File: config.mk
export PLATFORM = sky130hd
export DESIGN_NAME = mf_run_sequencer
export DESIGN_NICKNAME = d
export VERILOG_FILES = /design/src/rtl/mf_run_sequencer.sv
export SDC_FILE = /design/constraint.sdc
export NUM_CORES = 1
export LEC_CHECK = 0
export CORE_ASPECT_RATIO = 1.2
export CORE_UTILIZATION = 30
export CTS_BUF_LIST = sky130_fd_sc_hd__clkbuf_8
export DETAILED_ROUTE_END_ITERATION = 6
export GPL_TIMING_DRIVEN = 0
export PLACE_DENSITY = 0.51
export SLEW_MARGIN = 20
export SYNTH_ARGS = -nofsm -noshare
export SYNTH_HDL_FRONTEND = slang
export SYNTH_SLANG_ARGS = --single-unit
File: constraint.sdc
create_clock -name clk -period 5.6 [get_ports clk]
set_input_delay 0.56 -clock clk [delete_from_list [all_inputs] [get_ports clk]]
set_output_delay 0.56 -clock clk [all_outputs]
set_load 0.05 [all_outputs]
File: src/rtl/mf_run_sequencer.sv
// Sequences one matched-filter run: tap load from the selected reference ROM,
// reversed sample stream into the filters, pipeline flush, done pulse.
module mf_run_sequencer #(
  parameter int ORDER        = 60,
  parameter int ADDR_W       = 6,
  parameter int FLUSH_CYCLES = 4
) (
  input  logic              clk,
  input  logic              rst,
  input  logic              start,
  input  logic              abort,
  input  logic [2:0]        sig_sel,
  input  logic              det_r,
  input  logic              det_i,
  output logic [ADDR_W-1:0] ref_addr,
  output logic [2:0]        ref_en,
  output logic              load_h,
  output logic [ADDR_W-1:0] x_addr,
  output logic              x_en,
  output logic              mf_start,
  output logic              busy,
  output logic              done,
  output logic              sel_err,
  output logic              hit,
  output logic [ADDR_W-1:0] hit_pos
);

  localparam int KMAX = (ORDER > FLUSH_CYCLES) ? ORDER : FLUSH_CYCLES;
  localparam int KW   = $clog2(KMAX + 1);

  localparam logic [KW-1:0]     K_LAST_RUN   = KW'(ORDER - 1);
  localparam logic [KW-1:0]     K_LAST_FLUSH = KW'(FLUSH_CYCLES - 1);
  localparam logic [ADDR_W-1:0] A_LAST       = ADDR_W'(ORDER - 1);

  typedef enum logic [2:0] {
    S_IDLE,
    S_LOAD,
    S_STREAM,
    S_FLUSH,
    S_DONE
  } state_t;

  state_t            state_q, state_d;
  logic [KW-1:0]     k_q, k_d;
  logic [2:0]        sel_q, sel_d;
  logic              hit_q, hit_d;
  logic [ADDR_W-1:0] hit_pos_q, hit_pos_d;
  logic              sel_err_q, sel_err_d;

  logic [ADDR_W-1:0] ref_addr_q, ref_addr_d;
  logic [2:0]        ref_en_q, ref_en_d;
  logic              load_h_q, load_h_d;
  logic [ADDR_W-1:0] x_addr_q, x_addr_d;
  logic              x_en_q, x_en_d;
  logic              mf_start_q, mf_start_d;
  logic              busy_q, busy_d;
  logic              done_q, done_d;

  logic det_any;
  assign det_any = det_r | det_i;

  always_comb begin
    state_d   = state_q;
    k_d       = k_q;
    sel_d     = sel_q;
    hit_d     = hit_q;
    hit_pos_d = hit_pos_q;
    sel_err_d = 1'b0;

    // abort overrides every transition and suppresses detection capture
    if (abort && (state_q != S_IDLE)) begin
      state_d = S_IDLE;
      k_d     = '0;
    end else begin
      unique case (state_q)
        S_IDLE: begin
          if (start && !abort) begin
            if ($onehot(sig_sel)) begin
              sel_d     = sig_sel;
              hit_d     = 1'b0;
              hit_pos_d = '0;
              k_d       = '0;
              state_d   = S_LOAD;
            end else begin
              sel_err_d = 1'b1;
            end
          end
        end
        S_LOAD: begin
          if (k_q == K_LAST_RUN) begin
            k_d     = '0;
            state_d = S_STREAM;
          end else begin
            k_d = k_q + KW'(1);
          end
        end
        S_STREAM: begin
          if (det_any && !hit_q) begin
            hit_d     = 1'b1;
            hit_pos_d = ADDR_W'(k_q);
          end
          if (k_q == K_LAST_RUN) begin
            k_d     = '0;
            state_d = S_FLUSH;
          end else begin
            k_d = k_q + KW'(1);
          end
        end
        S_FLUSH: begin
          if (det_any && !hit_q) begin
            hit_d     = 1'b1;
            hit_pos_d = A_LAST;
          end
          if (k_q == K_LAST_FLUSH) begin
            k_d     = '0;
            state_d = S_DONE;
          end else begin
            k_d = k_q + KW'(1);
          end
        end
        S_DONE: begin
          state_d = S_IDLE;
        end
        default: begin
          state_d = S_IDLE;
          k_d     = '0;
        end
      endcase
    end
  end

  // Outputs are decoded from the next state so they appear registered,
  // aligned with the state they describe.
  always_comb begin
    ref_addr_d = '0;
    ref_en_d   = '0;
    load_h_d   = 1'b0;
    x_addr_d   = '0;
    x_en_d     = 1'b0;
    mf_start_d = 1'b0;
    busy_d     = 1'b0;
    done_d     = 1'b0;
    unique case (state_d)
      S_LOAD: begin
        ref_addr_d = ADDR_W'(k_d);
        ref_en_d   = sel_d;
        load_h_d   = 1'b1;
        busy_d     = 1'b1;
      end
      S_STREAM: begin
        ref_addr_d = A_LAST;
        ref_en_d   = sel_d;
        x_addr_d   = A_LAST - ADDR_W'(k_d);
        x_en_d     = 1'b1;
        mf_start_d = 1'b1;
        busy_d     = 1'b1;
      end
      S_FLUSH: begin
        ref_addr_d = A_LAST;
        ref_en_d   = sel_d;
        mf_start_d = 1'b1;
        busy_d     = 1'b1;
      end
      S_DONE: begin
        done_d = 1'b1;
      end
      default: begin
      end
    endcase
  end

  always_ff @(posedge clk or negedge rst) begin
    if (!rst) begin
      state_q    <= S_IDLE;
      k_q        <= '0;
      sel_q      <= '0;
      hit_q      <= 1'b0;
      hit_pos_q  <= '0;
      sel_err_q  <= 1'b0;
      ref_addr_q <= '0;
      ref_en_q   <= '0;
      load_h_q   <= 1'b0;
      x_addr_q   <= '0;
      x_en_q     <= 1'b0;
      mf_start_q <= 1'b0;
      busy_q     <= 1'b0;
      done_q     <= 1'b0;
    end else begin
      state_q    <= state_d;
      k_q        <= k_d;
      sel_q      <= sel_d;
      hit_q      <= hit_d;
      hit_pos_q  <= hit_pos_d;
      sel_err_q  <= sel_err_d;
      ref_addr_q <= ref_addr_d;
      ref_en_q   <= ref_en_d;
      load_h_q   <= load_h_d;
      x_addr_q   <= x_addr_d;
      x_en_q     <= x_en_d;
      mf_start_q <= mf_start_d;
      busy_q     <= busy_d;
      done_q     <= done_d;
    end
  end

  assign ref_addr = ref_addr_q;
  assign ref_en   = ref_en_q;
  assign load_h   = load_h_q;
  assign x_addr   = x_addr_q;
  assign x_en     = x_en_q;
  assign mf_start = mf_start_q;
  assign busy     = busy_q;
  assign done     = done_q;
  assign sel_err  = sel_err_q;
  assign hit      = hit_q;
  assign hit_pos  = hit_pos_q;

endmodule

# Word level (Yosys, flattened, before mapping)
# Index checks and enable logic that the tools add are counted.
[totals] ff_bits=40 input_bits=9 out_inout_bits=28 word_cells=89
[op_classes] add_sub_neg=4 eq_ne=16 mux=38 bitwise=2 reduce_logical=15
[op_table] operator="2-to-1 mux 6 bit" n=10
[op_table] operator="2-to-1 mux 3 bit" n=11
[op_table] operator="one-hot mux 6 bit (4 select lines)" n=1
[op_table] operator="one-hot mux 6 bit (3 select lines)" n=1
[op_table] operator="== test 3 x 2 -> 1 bit, second input constant" n=4
[op_table] operator="2-to-1 mux 1 bit" n=12
[op_table] operator="one-hot mux 3 bit (4 select lines)" n=1
[op_table] operator="one-hot mux 6 bit (2 select lines)" n=1
[op_table] operator="inequality test 2 bit, second input constant" n=4
[op_table] operator="adder 6 x 1 -> 6 bit, second input constant" n=1
[op_table] operator="== test 3 x 1 -> 1 bit, second input constant" n=2
[op_table] operator="== test 3 bit, second input constant" n=2
[op_table] operator="== test 6 x 2 -> 1 bit, second input constant" n=1
[op_table] operator="== test 6 bit, second input constant" n=1
[op_table] operator="AND reduction 6 bit" n=1
[op_table] operator="nonzero test 3 bit" n=2
[op_table] operator="OR reduction 2 bit" n=3
[op_table] operator="subtractor 6 bit, first input constant" n=1
[op_table] operator="AND reduction 5 bit" n=1
[op_table] operator="logical AND 1 bit" n=3
[op_table] operator="logical NOT 3 bit" n=1
[op_table] operator="OR reduction 3 bit" n=1
[op_table] operator="adder 1 x 1 -> 2 bit" n=1
[op_table] operator="adder 2 x 1 -> 2 bit" n=1
[op_table] operator="other kinds (7)" n=8

# Longest topological paths before layout
# Gate-level depths: netlist of run 1.
[logic_depth] depth_word=10 mapped_depth=12 ltp_nobuf=11

# Worst setup path before layout of run 1
# Ideal clock, no wire load.
[synth_timing] path_type="input -> register" from="input sig_sel[0]" to="register x_addr_q[4], in the netlist x_addr[4]" setup_time_ps=124 arrival_ps=2382 required_time_ps=5476 setup_slack_ps=3094 cell_stages=9 n_path_buf=0 cell_sequence="fa_1 -> or2b_2 -> o21ai_2 -> o31ai_1 -> a21oi_1 -> inv_2 -> ha_1 -> xor2_1 -> nor2_1"
[synth_between] elab_chain_cells=9 word_cells_on_any_way=14 classes_between="add/sub: 3; eq/ne: 2; mux: 9"
[synth_rtl] item="start, declared" line_no="12" text="input logic [2:0] sig_sel,"
[synth_rtl] item="adder 1 x 1 -> 2 bit (not written as such)" line_no="78" text="if ($onehot(sig_sel)) begin"
[synth_rtl] item="adder 2 x 1 -> 2 bit (not written as such)" line_no="78"
[synth_rtl] item="== test 2 x 1 -> 1 bit" line_no="78"
[synth_rtl] item="2-to-1 mux 6 bit" line_no="78"
[synth_rtl] item="2-to-1 mux 6 bit" line_no="77" text="if (start && !abort) begin"
[synth_rtl] item="one-hot mux 6 bit (4 select lines)" line_no="75" text="unique case (state_q)"
[synth_rtl] item="2-to-1 mux 6 bit" line_no="71" text="if (abort && (state_q != S_IDLE)) begin"
[synth_rtl] item="net k_d[2]" line_no="44" text="logic [KW-1:0] k_q, k_d;"
[synth_rtl] item="subtractor 6 bit" line_no="153" text="x_addr_d = A_LAST - ADDR_W'(k_d);"
[synth_rtl] item="2-to-1 mux 6 bit" line_no="143" text="unique case (state_d)"
[synth_rtl] item="net x_addr_d[4]" line_no="53" text="logic [ADDR_W-1:0] x_addr_q, x_addr_d;"
[synth_rtl] item="end signal, assigned" line_no="198" text="x_addr_q <= x_addr_d;"
[synth_rtl] item="end, declared" line_no="53"
# The timed path passes the listed nets, and every way through them passes these cells.
# A chain may end at the register's enable or synchronous reset.

# Final worst setup path of run 1
# Same ends and word-level chain as after synthesis.

==> results.tsv, run 1 <==
stage	metric	value	unit
global_routing	grt_pass1_wl	7160	um
worst_hold_path	hold_class	primary input to async pin	
worst_setup_path	crit_arrival	3.22	ns
timing	tightest_slew	0.662	ns
timing	rsz0062_at_grt	no	
routing	firstDrtPassIters	6	
worst_setup_path	crit_fanout	4	
synthesis	ys_seq_elements	40	
routing	ant_nets	0	
floorplan	core_area	6010	sq um
worst_setup_path	r2r-start	k_q[0]	
power	peakVddDrop	0.154	mV
layout	syn_to_final_growth	32.3	%
synthesis	synth_top_area_share	53.7	%
timing	setup_violations	0	
timing	setup_tns	0	ns
timing	hold_viol_final	0	
power	pwr_density_cell	361	nW/um^2
global_routing	grt_max_degree	22	
timing	period_share	53.3	%
routing	drc_errors	2	
synthesis	yosysTopAreaCell	dfrtp_1	
timing	drv_slew	0	
routing	num_vias	1445	
place	gp_congestion	0.853	
layout	drive_gt1_share	14.7	%
worst_setup_path	end_kind	register	
synthesis	yosysSeqAreaShare	53.7	%
power	leakagePower	1.14	nW
floorplan	dieArea	6540	sq um
layout	fillers	600	
global_routing	busiest_layer	met2	
synthesis	synth_async_sr_flop_share	100	%
synthesis	netlist-cell-type-count	50	
place	hpwlAfterDp	3090	um
timing	hold_slack	0.225	ns
clocking	cts_sinks	40	
status	failed_checks	DRC	
floorplan	die_x	74.0	um
clocking	ctsHtreeMaxLevel	2	
timing	skew	0.00775	ns
clocking	insertion_delay	0.30	ns
layout	design_area	2470	sq um
routing	avgRoutedWirePerCell	13.9	um
layout	final_util	41.0	%
synthesis	syn-cell-area	1870	sq um
synthesis	synth_edf_count	0	
synthesis	synth_area_per_cell	10.4	sq um
synthesis	yosys_warnings	0	
place	dpl_cell_area	2350	sq um
clocking	numCtsBuffers	5	
global_routing	grt_pass1_vias	1419	
clocking	max-clock-path-buffers	2	
synthesis	synth.area.top_cells	dfrtp_1 (54%), nor2_1 (5.0%), nand2_1 (4.0%)	
global_routing	globalRouteMet2Util	24.6	%
clocking	worst_setup_hold_path_clk_slew	0.08	ns
worst_setup_path	required	5.83	ns
global_routing	met1_usage	19.0	%
synthesis	synth.net_count	191	
clocking	cts_tree	built	
timing	fmax	0.335	GHz
global_routing	grtUsageTotal	14.8	%
global_routing	grtUsageMet3	2.85	%
run	max_cap_viol_count	0	
worst_setup_path	crit_path_start_kind	primary input	
floorplan	die_h	88.4	um
status	status	finished, violations left	
global_routing	antenna_found_initial	0	
place	pre_cts_ws	2.29	ns
timing	layout_setup_ws	2.61	ns
synthesis	synth_ff_type	dfrtp_1	
clocking	post_cts.repair.setup_buffers	0	
floorplan	rows	31	
routing	routed_wl	4250	um
clocking	cts_hold_buf	0	
synthesis	netlist_instances	179	
routing	drt_iter0_drc	119	
timing	period_minus_slack	2.99	ns
worst_setup_path	critPathKind	primary input to register	
clocking	cts_root_buffer	clkbuf_8	
timing	slew_headroom	55.4	%
clocking	post_cts_resized	0	
floorplan	io_pins	37	
global_routing	grt_overflow	0	
layout	fin_nets	235	
worst_setup_path	reg2reg_depth	12	
worst_setup_path	timing.rr.end	x_addr[4]	
routing	via_per_inst	4.72	
floorplan	start_util	31.0	%
worst_setup_path	reg2reg_slack	2.91	ns
place	io_buffer_count	36	
layout	diodes	0	
[cell usage after synthesis, types with 2 or more instances]
cell	instances
a21o_1	2
a21oi_1	7
and3_1	3
clkbuf_1	3
dfrtp_1	40
ha_1	2
inv_1	9
mux2_2	3
nand2_1	20
nand3_1	3
nand4b_1	2
nor2_1	25
nor2b_2	2
nor3_1	4
o21ai_0	15
o21ai_2	2
o21bai_1	2
o31ai_1	3
[layout make-up]
cell class / count / area, sq um / share of cell area, %
plain buffers: 7 / 46.3 / 1.88
clock buffers: 5 / 68.8 / 2.79
clock inverters: 3 / 47.5 / 1.93
inverters: 10 / 37.5 / 1.52
multi-input cells: 122 / 781 / 31.6
flip-flops and latches: 40 / 1000 / 40.6
well taps: 82 / 103 / 4.16
repair buffers: 37 / 383 / 15.5
[report_power, final]
group | internal [W] | total [W] | switching [W]
Clock | 0.000134 | 0.000240 | 0.000106
Sequential | 0.000327 | 0.000349 | 0.0000221
Combinational | 0.000113 | 0.000301 | 0.000188
Total | 0.000574 | 0.000890 | 0.000315
[cell families (layout without fill, tap and decap cells)]
group | Yosys count | after routing | share of synthesized area [%]
multiplexers | 3 | 3 | 1.81
flip-flops | 40 | 40 | 53.7
XOR/XNOR | 2 | 2 | 0.939
AND/OR/NAND/NOR | 70 | 70 | 19.8
adder cells (fa/ha/maj) | 4 | 4 | 3.02
AO/OA/AOI/OAI | 43 | 43 | 16.3
buffers and inverters | 17 | 62 | 4.49
[placed cells by master (no fill, tap or decap), types with 2 or more instances in the layout]
master / synthesis / final
buf_2: 1 / 2
nor3_1: 4 / 4
clkbuf_1: 3 / 3
ha_1: 2 / 2
and3_1: 3 / 3
mux2_2: 3 / 3
inv_1: 9 / 9
o21bai_1: 2 / 2
a21oi_1: 7 / 7
nand2_1: 20 / 20
clkinv_4: 0 / 2
nor2b_2: 2 / 2
nand4b_1: 2 / 2
nor2_1: 25 / 25
o21ai_2: 2 / 2
o21ai_0: 15 / 15
nand3_1: 3 / 3
a21o_1: 2 / 2
dfrtp_1: 40 / 40
clkdlybuf4s50_1: 0 / 35
clkbuf_8: 1 / 6
o31ai_1: 3 / 3
[flip-flops by register name, indices dropped and copies added, names as in the netlist, 3 cells and up]
register  count
ref_addr      6
hit_pos       6
k_q           6
sel_q         3
x_addr        6
ref_en        3
state_q       3
[critical path: stages]
cell and delay [ns]:
clkdlybuf4s50_1 0.45, fa_1 0.54, or2b_2 0.36, o21ai_2 0.27, o31ai_1 0.14, a21oi_1 0.32
inv_2 0.10, ha_1 0.21, xor2_1 0.16, nor2_1 0.10
[per-stage QoR]
step	instances	total power (W)
after floorplan	179	0.000563
after global placement	297	0.000655
after detailed placement	298	0.000659
after CTS	306	0.000902
after global routing	306	0.000945
final	306	0.000890
[layer usage]
metal / part of all wire, % / wire, um
met5: 0 / 0
met4: 1.8 / 75
met3: 4.0 / 168
met2: 49 / 2100
met1: 45 / 1900
[worst max-delay path by stage]
stage,from,end,cells past startpoint
final,sig_sel[0],x_addr[4],10
after global routing,sig_sel[0],x_addr[4],10
after CTS,sig_sel[0],x_addr[4],10
after detailed placement,sig_sel[0],x_addr[4],10
after global placement,sig_sel[0],x_addr[4],10
after floorplan,sig_sel[0],x_addr[4],9
Note: power is estimated with default switching activity, not from simulation.
==> inputs of run 2 (changes only) <==
clock period = 3.05 ns   (was 5.6 ns; I/O delays follow)
==> results.tsv, run 2 (synthesis results as in run 1) <==
stage	metric	value	unit	change
global_routing	grt_max_degree	22		unchanged
global_routing	grt_overflow	0		unchanged
worst_setup_path	critPathKind	primary input to register		unchanged
place	hpwlAfterDp	3090	um	unchanged
worst_setup_path	timing.rr.end	x_addr[4]		unchanged
routing	avgRoutedWirePerCell	13.8	um	was 13.9 um
timing	hold_viol_final	0		unchanged
floorplan	io_pins	37		unchanged
run	max_cap_viol_count	0		unchanged
global_routing	grtUsageMet3	2.85	%	unchanged
worst_setup_path	reg2reg_depth	12		unchanged
layout	fin_nets	236		was 235
clocking	ctsHtreeMaxLevel	2		unchanged
clocking	cts_sinks	40		unchanged
timing	tightest_slew	0.662	ns	about the same
layout	layout_common_cells	dfrtp_1 (40), clkdlybuf4s50_1 (35), nor2_1 (25)		unchanged
routing	drt_iter0_drc	122		was 119
global_routing	grtUsageTotal	14.8	%	about the same
worst_hold_path	holdCritStartpoint	hit_pos[2]		
layout	fillers	602		was 600
routing	drc_errors	2		unchanged
clocking	numCtsBuffers	5		unchanged
floorplan	die_x	74.0	um	unchanged
floorplan	start_util	31.0	%	unchanged
timing	fmax	0.368	GHz	
routing	num_vias	1446		was 1445
layout	design_area	2480	sq um	was 2470 sq um
global_routing	grt_pass1_vias	1422		was 1419
timing	slew_headroom	55.4	%	about the same
place	place_inst	298		unchanged
routing	firstDrtPassIters	6		unchanged
worst_setup_path	crit_end	x_addr[4]		unchanged
clocking	insertion_delay	0.30	ns	about the same
timing	skew	0.00848	ns	was 0.00775 ns
layout	final_util	41.2	%	was 41.0%
status	status	finished, violations left		unchanged
worst_setup_path	reg2reg_slack	0.37	ns	was 2.91 ns
global_routing	grt_pass1_wl	7180	um	was 7160 um
timing	hold_slack	0.468	ns	was 0.225 ns
floorplan	rows	31		unchanged
timing	drv_slew	0		unchanged
layout	diodes	0		unchanged
routing	routed_wl	4230	um	was 4250 um
floorplan	core_area	6010	sq um	unchanged
worst_setup_path	crit_arrival	2.95	ns	was 3.22 ns
layout	layout.cells.non_filler	307		was 306
status	failed_checks	DRC		unchanged
clocking	post_cts_resized	0		unchanged
power	peakVddDrop	0.283	mV	was 0.154 mV
layout	drive_gt1_share	14.7	%	about the same
global_routing	globalRouteMet2Util	24.6	%	unchanged
floorplan	dieArea	6540	sq um	unchanged
clocking	worst_setup_hold_path_clk_slew	0.08	ns	about the same
clocking	cts_root_buffer	clkbuf_8		unchanged
power	pwr_density_cell	659	nW/um^2	was 361 nW/um^2
worst_setup_path	end_kind	register		unchanged
worst_setup_path	r2r-start	k_q[0]		unchanged
clocking	cts_tree	built		unchanged
worst_setup_path	crit_fanout	4		unchanged
timing	period_minus_slack	2.72	ns	
clocking	max-clock-path-buffers	2		unchanged
place	io_buffer_count	36		unchanged
worst_setup_path	worstSetupStartpoint	sig_sel[0]		unchanged
place	dpl_cell_area	2350	sq um	unchanged
place	gp_congestion	0.853		unchanged
timing	rsz0062_at_grt	no		unchanged
timing	setup_violations	0		unchanged
worst_setup_path	crit_path_start_kind	primary input		unchanged
power	leakagePower	1.15	nW	was 1.14 nW
worst_setup_path	required	3.28	ns	was 5.83 ns
timing	period_share	89.2	%	
routing	ant_nets	0		unchanged
floorplan	die_h	88.4	um	unchanged
layout	final_common_cell	dfrtp_1		unchanged
global_routing	busiest_layer	met2		unchanged
routing	via_per_inst	4.71		was 4.72
global_routing	antenna_found_initial	0		unchanged
global_routing	met1_usage	19.1	%	was 19.0%
worst_hold_path	hold_class	register to register		was primary input to async pin
layout	syn_to_final_growth	32.8	%	was 32.3%
-- run 2: changes by cell type in the layout (fill, tap and decap cells not counted), sizes merged --
cell,delta
dlygate4sd3,+1
-- run 2: worst min-delay path by stage --
stage / endpoint / cells past startpoint
floorplan: busy / 0
global placement: hit_pos[2] / 2
detailed placement: hit_pos[4] / 1
CTS: hit_pos[2] / 2
global route: hit_pos[2] / 2
finish: hit_pos[2] / 2
-- run 2: worst max-delay path, stage by stage --
cell	delay, ns
clkdlybuf4s50_1	0.45
fa_1	0.54
or2b_2	0.36
o21ai_2	0.26
o31ai_1	0.14
a21oi_1	0.32
inv_2	0.10
ha_1	0.20
xor2_1	0.16
nor2_1	0.10
-- run 2: layout make-up --
cell class	instances	area (sq um)	share of cell area [%]
Tap cell	82	103	4.14
Inverter	10	37.5	1.52
Clock buffer	5	68.8	2.78
Clock inverter	3	47.5	1.92
Buffer	7	46.3	1.87
Multi-Input combinational cell	122	781	31.5
Timing Repair Buffer	38	393	15.9
Sequential cell	40	1000	40.4
-- run 2: power breakdown --
group / leakage, nW / internal, W / switching [W]
combinational: 0.543 / 0.000209 / 0.000343
clock: 0.0583 / 0.000246 / 0.000193
sequential: 0.546 / 0.000601 / 0.0000407
total: 1.15 / 0.00106 / 0.000577
-- run 2: routing by layer --
| layer | part of all wire (%) | wire [um] |
|---|---|---|
| met5 | 0 | 0 |
| met1 | 44 | 1880 |
| met4 | 1.4 | 58 |
| met3 | 4.1 | 172 |
| met2 | 50 | 2120 |
-- run 2: timing repair --
| item | in CTS | in global routing |
|---|---|---|
| hold buffers | 1 | 0 |
| hold endpoints to repair | 19 | 0 |
| buffers inserted | 0 | 0 |
-- run 2: per-stage QoR --
stage / power (W) / worst slack, ns / TNS [ns]
3_5_place_dp: 0.00121 / -0.00372 / -0.00372
4_1_cts: 0.00166 / 0.304 / 0
6_report: 0.00163 / 0.329 / 0
3_3_place_gp: 0.00120 / -0.0250 / -0.0250
5_1_grt: 0.00174 / 0.144 / 0
2_1_floorplan: 0.00103 / 0.755 / 0
==> inputs of run 3 (changes only) <==
SETUP_SLACK_MARGIN = 0.15   (was not set)
==> results.tsv, run 3 (synthesis results as in run 1) <==
stage	metric	value	unit	change
status	status	finished, violations left		unchanged
status	failed_checks	DRC		unchanged
layout	layout.cells.non_filler	307		unchanged
routing	num_vias	1454		was 1446
place	dpl_cell_area	2350	sq um	unchanged
timing	hold_slack	0.468	ns	about the same
worst_setup_path	slowest_delay	0.44	ns	was 0.54 ns
routing	ant_nets	0		unchanged
layout	syn_to_final_growth	33.1	%	was 32.8%
worst_setup_path	reg2reg_slack	0.39	ns	was 0.37 ns
timing	skew	0.00851	ns	was 0.00848 ns
worst_setup_path	crit_fanout	8		was 4
layout	final_util	41.3	%	was 41.2%
worst_setup_path	end_kind	register		unchanged
floorplan	dieArea	6540	sq um	unchanged
global_routing	antenna_found_initial	0		unchanged
worst_hold_path	hold_class	register to register		unchanged
routing	avgRoutedWirePerCell	13.9	um	was 13.8 um
clocking	insertion_delay	0.30	ns	about the same
place	hpwlAfterDp	3090	um	unchanged
layout	layout_common_cells	dfrtp_1 (39), clkdlybuf4s50_1 (35), nor2_1 (25)		was dfrtp_1 (40), clkdlybuf4s50_1 (35), nor2_1 (25)
timing	period_share	87.2	%	was 89.2%
layout	drive_gt1_share	15.6	%	was 14.7%
floorplan	die_h	88.4	um	unchanged
power	pwr_density_cell	660	nW/um^2	was 659 nW/um^2
global_routing	grt_max_degree	22		unchanged
clocking	cts_sinks	40		unchanged
clocking	cts_tree	built		unchanged
global_routing	grt_pass1_vias	1422		unchanged
place	pre_cts_ws	-0.00372	ns	unchanged
floorplan	rows	31		unchanged
global_routing	grt_overflow	0		unchanged
timing	layout_setup_ws	0.391	ns	was 0.329 ns
floorplan	io_pins	37		unchanged
timing	tightest_slew	0.662	ns	about the same
timing	slew_headroom	55.4	%	about the same
clocking	max-clock-path-buffers	2		unchanged
worst_setup_path	path_buf_inv	1		was 2
layout	final_common_cell	dfrtp_1		unchanged
clocking	ctsHtreeMaxLevel	2		unchanged
timing	drv_slew	0		unchanged
place	place_inst	298		unchanged
routing	via_per_inst	4.74		was 4.71
clocking	worst_setup_hold_path_clk_slew	0.08	ns	about the same
routing	drt_iter0_drc	122		unchanged
routing	firstDrtPassIters	6		unchanged
worst_setup_path	required	3.28	ns	about the same
worst_setup_path	crit_family	compound AO/OA/AOI/OAI gates		was adder cells
global_routing	grt_pass1_wl	7180	um	unchanged
layout	diodes	0		unchanged
worst_setup_path	crit_path_top_delay_cell	dfrtp_1		was fa_1
timing	period_minus_slack	2.66	ns	was 2.72 ns
layout	fin_nets	236		unchanged
worst_setup_path	cp_cell_sequence	ha_1 -> clkbuf_2 -> nand3b_1 -> o41a_1 -> a22o_1 -> nand2_1 -> nand2_1 -> a21oi_1 -> nor2_1 -> ha_1 -> xor2_1 -> nor2_1		was clkdlybuf4s50_1 -> fa_1 -> or2b_2 -> o21ai_2 -> o31ai_1 -> a21oi_1 -> inv_2 -> ha_1 -> xor2_1 -> nor2_1
global_routing	grtUsageTotal	14.8	%	unchanged
layout	design_area	2480	sq um	about the same
place	gp_congestion	0.853		unchanged
floorplan	start_util	31.0	%	unchanged
power	peakVddDrop	0.283	mV	about the same
timing	fmax	0.376	GHz	was 0.368 GHz
floorplan	die_x	74.0	um	unchanged
timing	setup_violations	0		unchanged
clocking	post_cts.repair.setup_buffers	0		unchanged
worst_setup_path	critPathKind	register to register		was primary input to register
floorplan	core_area	6010	sq um	unchanged
timing	hold_viol_final	0		unchanged
clocking	numCtsBuffers	5		unchanged
worst_setup_path	crit_arrival	2.89	ns	was 2.95 ns
place	io_buffer_count	36		unchanged
clocking	cts_root_buffer	clkbuf_8		unchanged
power	leakagePower	1.15	nW	about the same
routing	routed_wl	4270	um	was 4230 um
run	max_cap_viol_count	0		unchanged
routing	drc_errors	2		unchanged
worst_setup_path	crit_path_start_kind	register		was primary input
timing	rsz0062_at_grt	no		unchanged
[run 3: final timing paths]
kind | end | startpoint | depth (start not counted)
max | x_addr[4] | k_q[1] | 12
min | hit_pos[2] | hit_pos[2] | 2
max reg2reg | x_addr[4] | k_q[1] | 12
min reg2reg | hit_pos[2] | hit_pos[2] | 2
max in group asynchronous | k_q[0] | rst | 3
min in group asynchronous | ref_addr[3] | rst | 2
[run 3: per-stage QoR]
stage	power, W	TNS (ns)
6_report	0.00164	0
4_1_cts	0.00166	0
3_3_place_gp	0.00120	-0.0250
2_1_floorplan	0.00103	0
5_1_grt	0.00174	0
3_5_place_dp	0.00121	-0.00372
[run 3: routing by layer]
metal	wire length (um)	share of wire (%)	vias to the layer above	track usage, %
li1	-	-	706	-
met5	0	0	-	0
met3	183	4.3	8	2.85
met1	1910	45	708	19.1
met4	67	1.6	0	5.24
met2	2120	50	32	24.6
[run 3: repair_timing]
action | 4_1_cts | 5_1_grt
gates resized for setup | 0 | 2
setup endpoints to repair | 0 | 1
endpoints found under the hold margin | 19 | 0
hold buffers | 1 | 0
[run 3: layout make-up]
class                   count  area [sq um]
repair buffers             38           393
clock inverters             3          47.5
well taps                  82           103
inverters                  10          37.5
clock buffers               5          68.8
flip-flops and latches     40          1000
multi-input cells         122           785
plain buffers               7          46.3
fillers                   600          3530
[run 3: tightest hold or removal path: cells and delay by family, from the launching register on]
kind	cells	cell delay, ns
and+or+nand+nor	2	0.09
DFF	1	0.35
[run 3: where the power goes]
part,internal (W),leakage [nW],switching (W)
combinational,0.000210,0.544,0.000347
sequential,0.000602,0.545,0.0000411
clock,0.000246,0.0583,0.000193
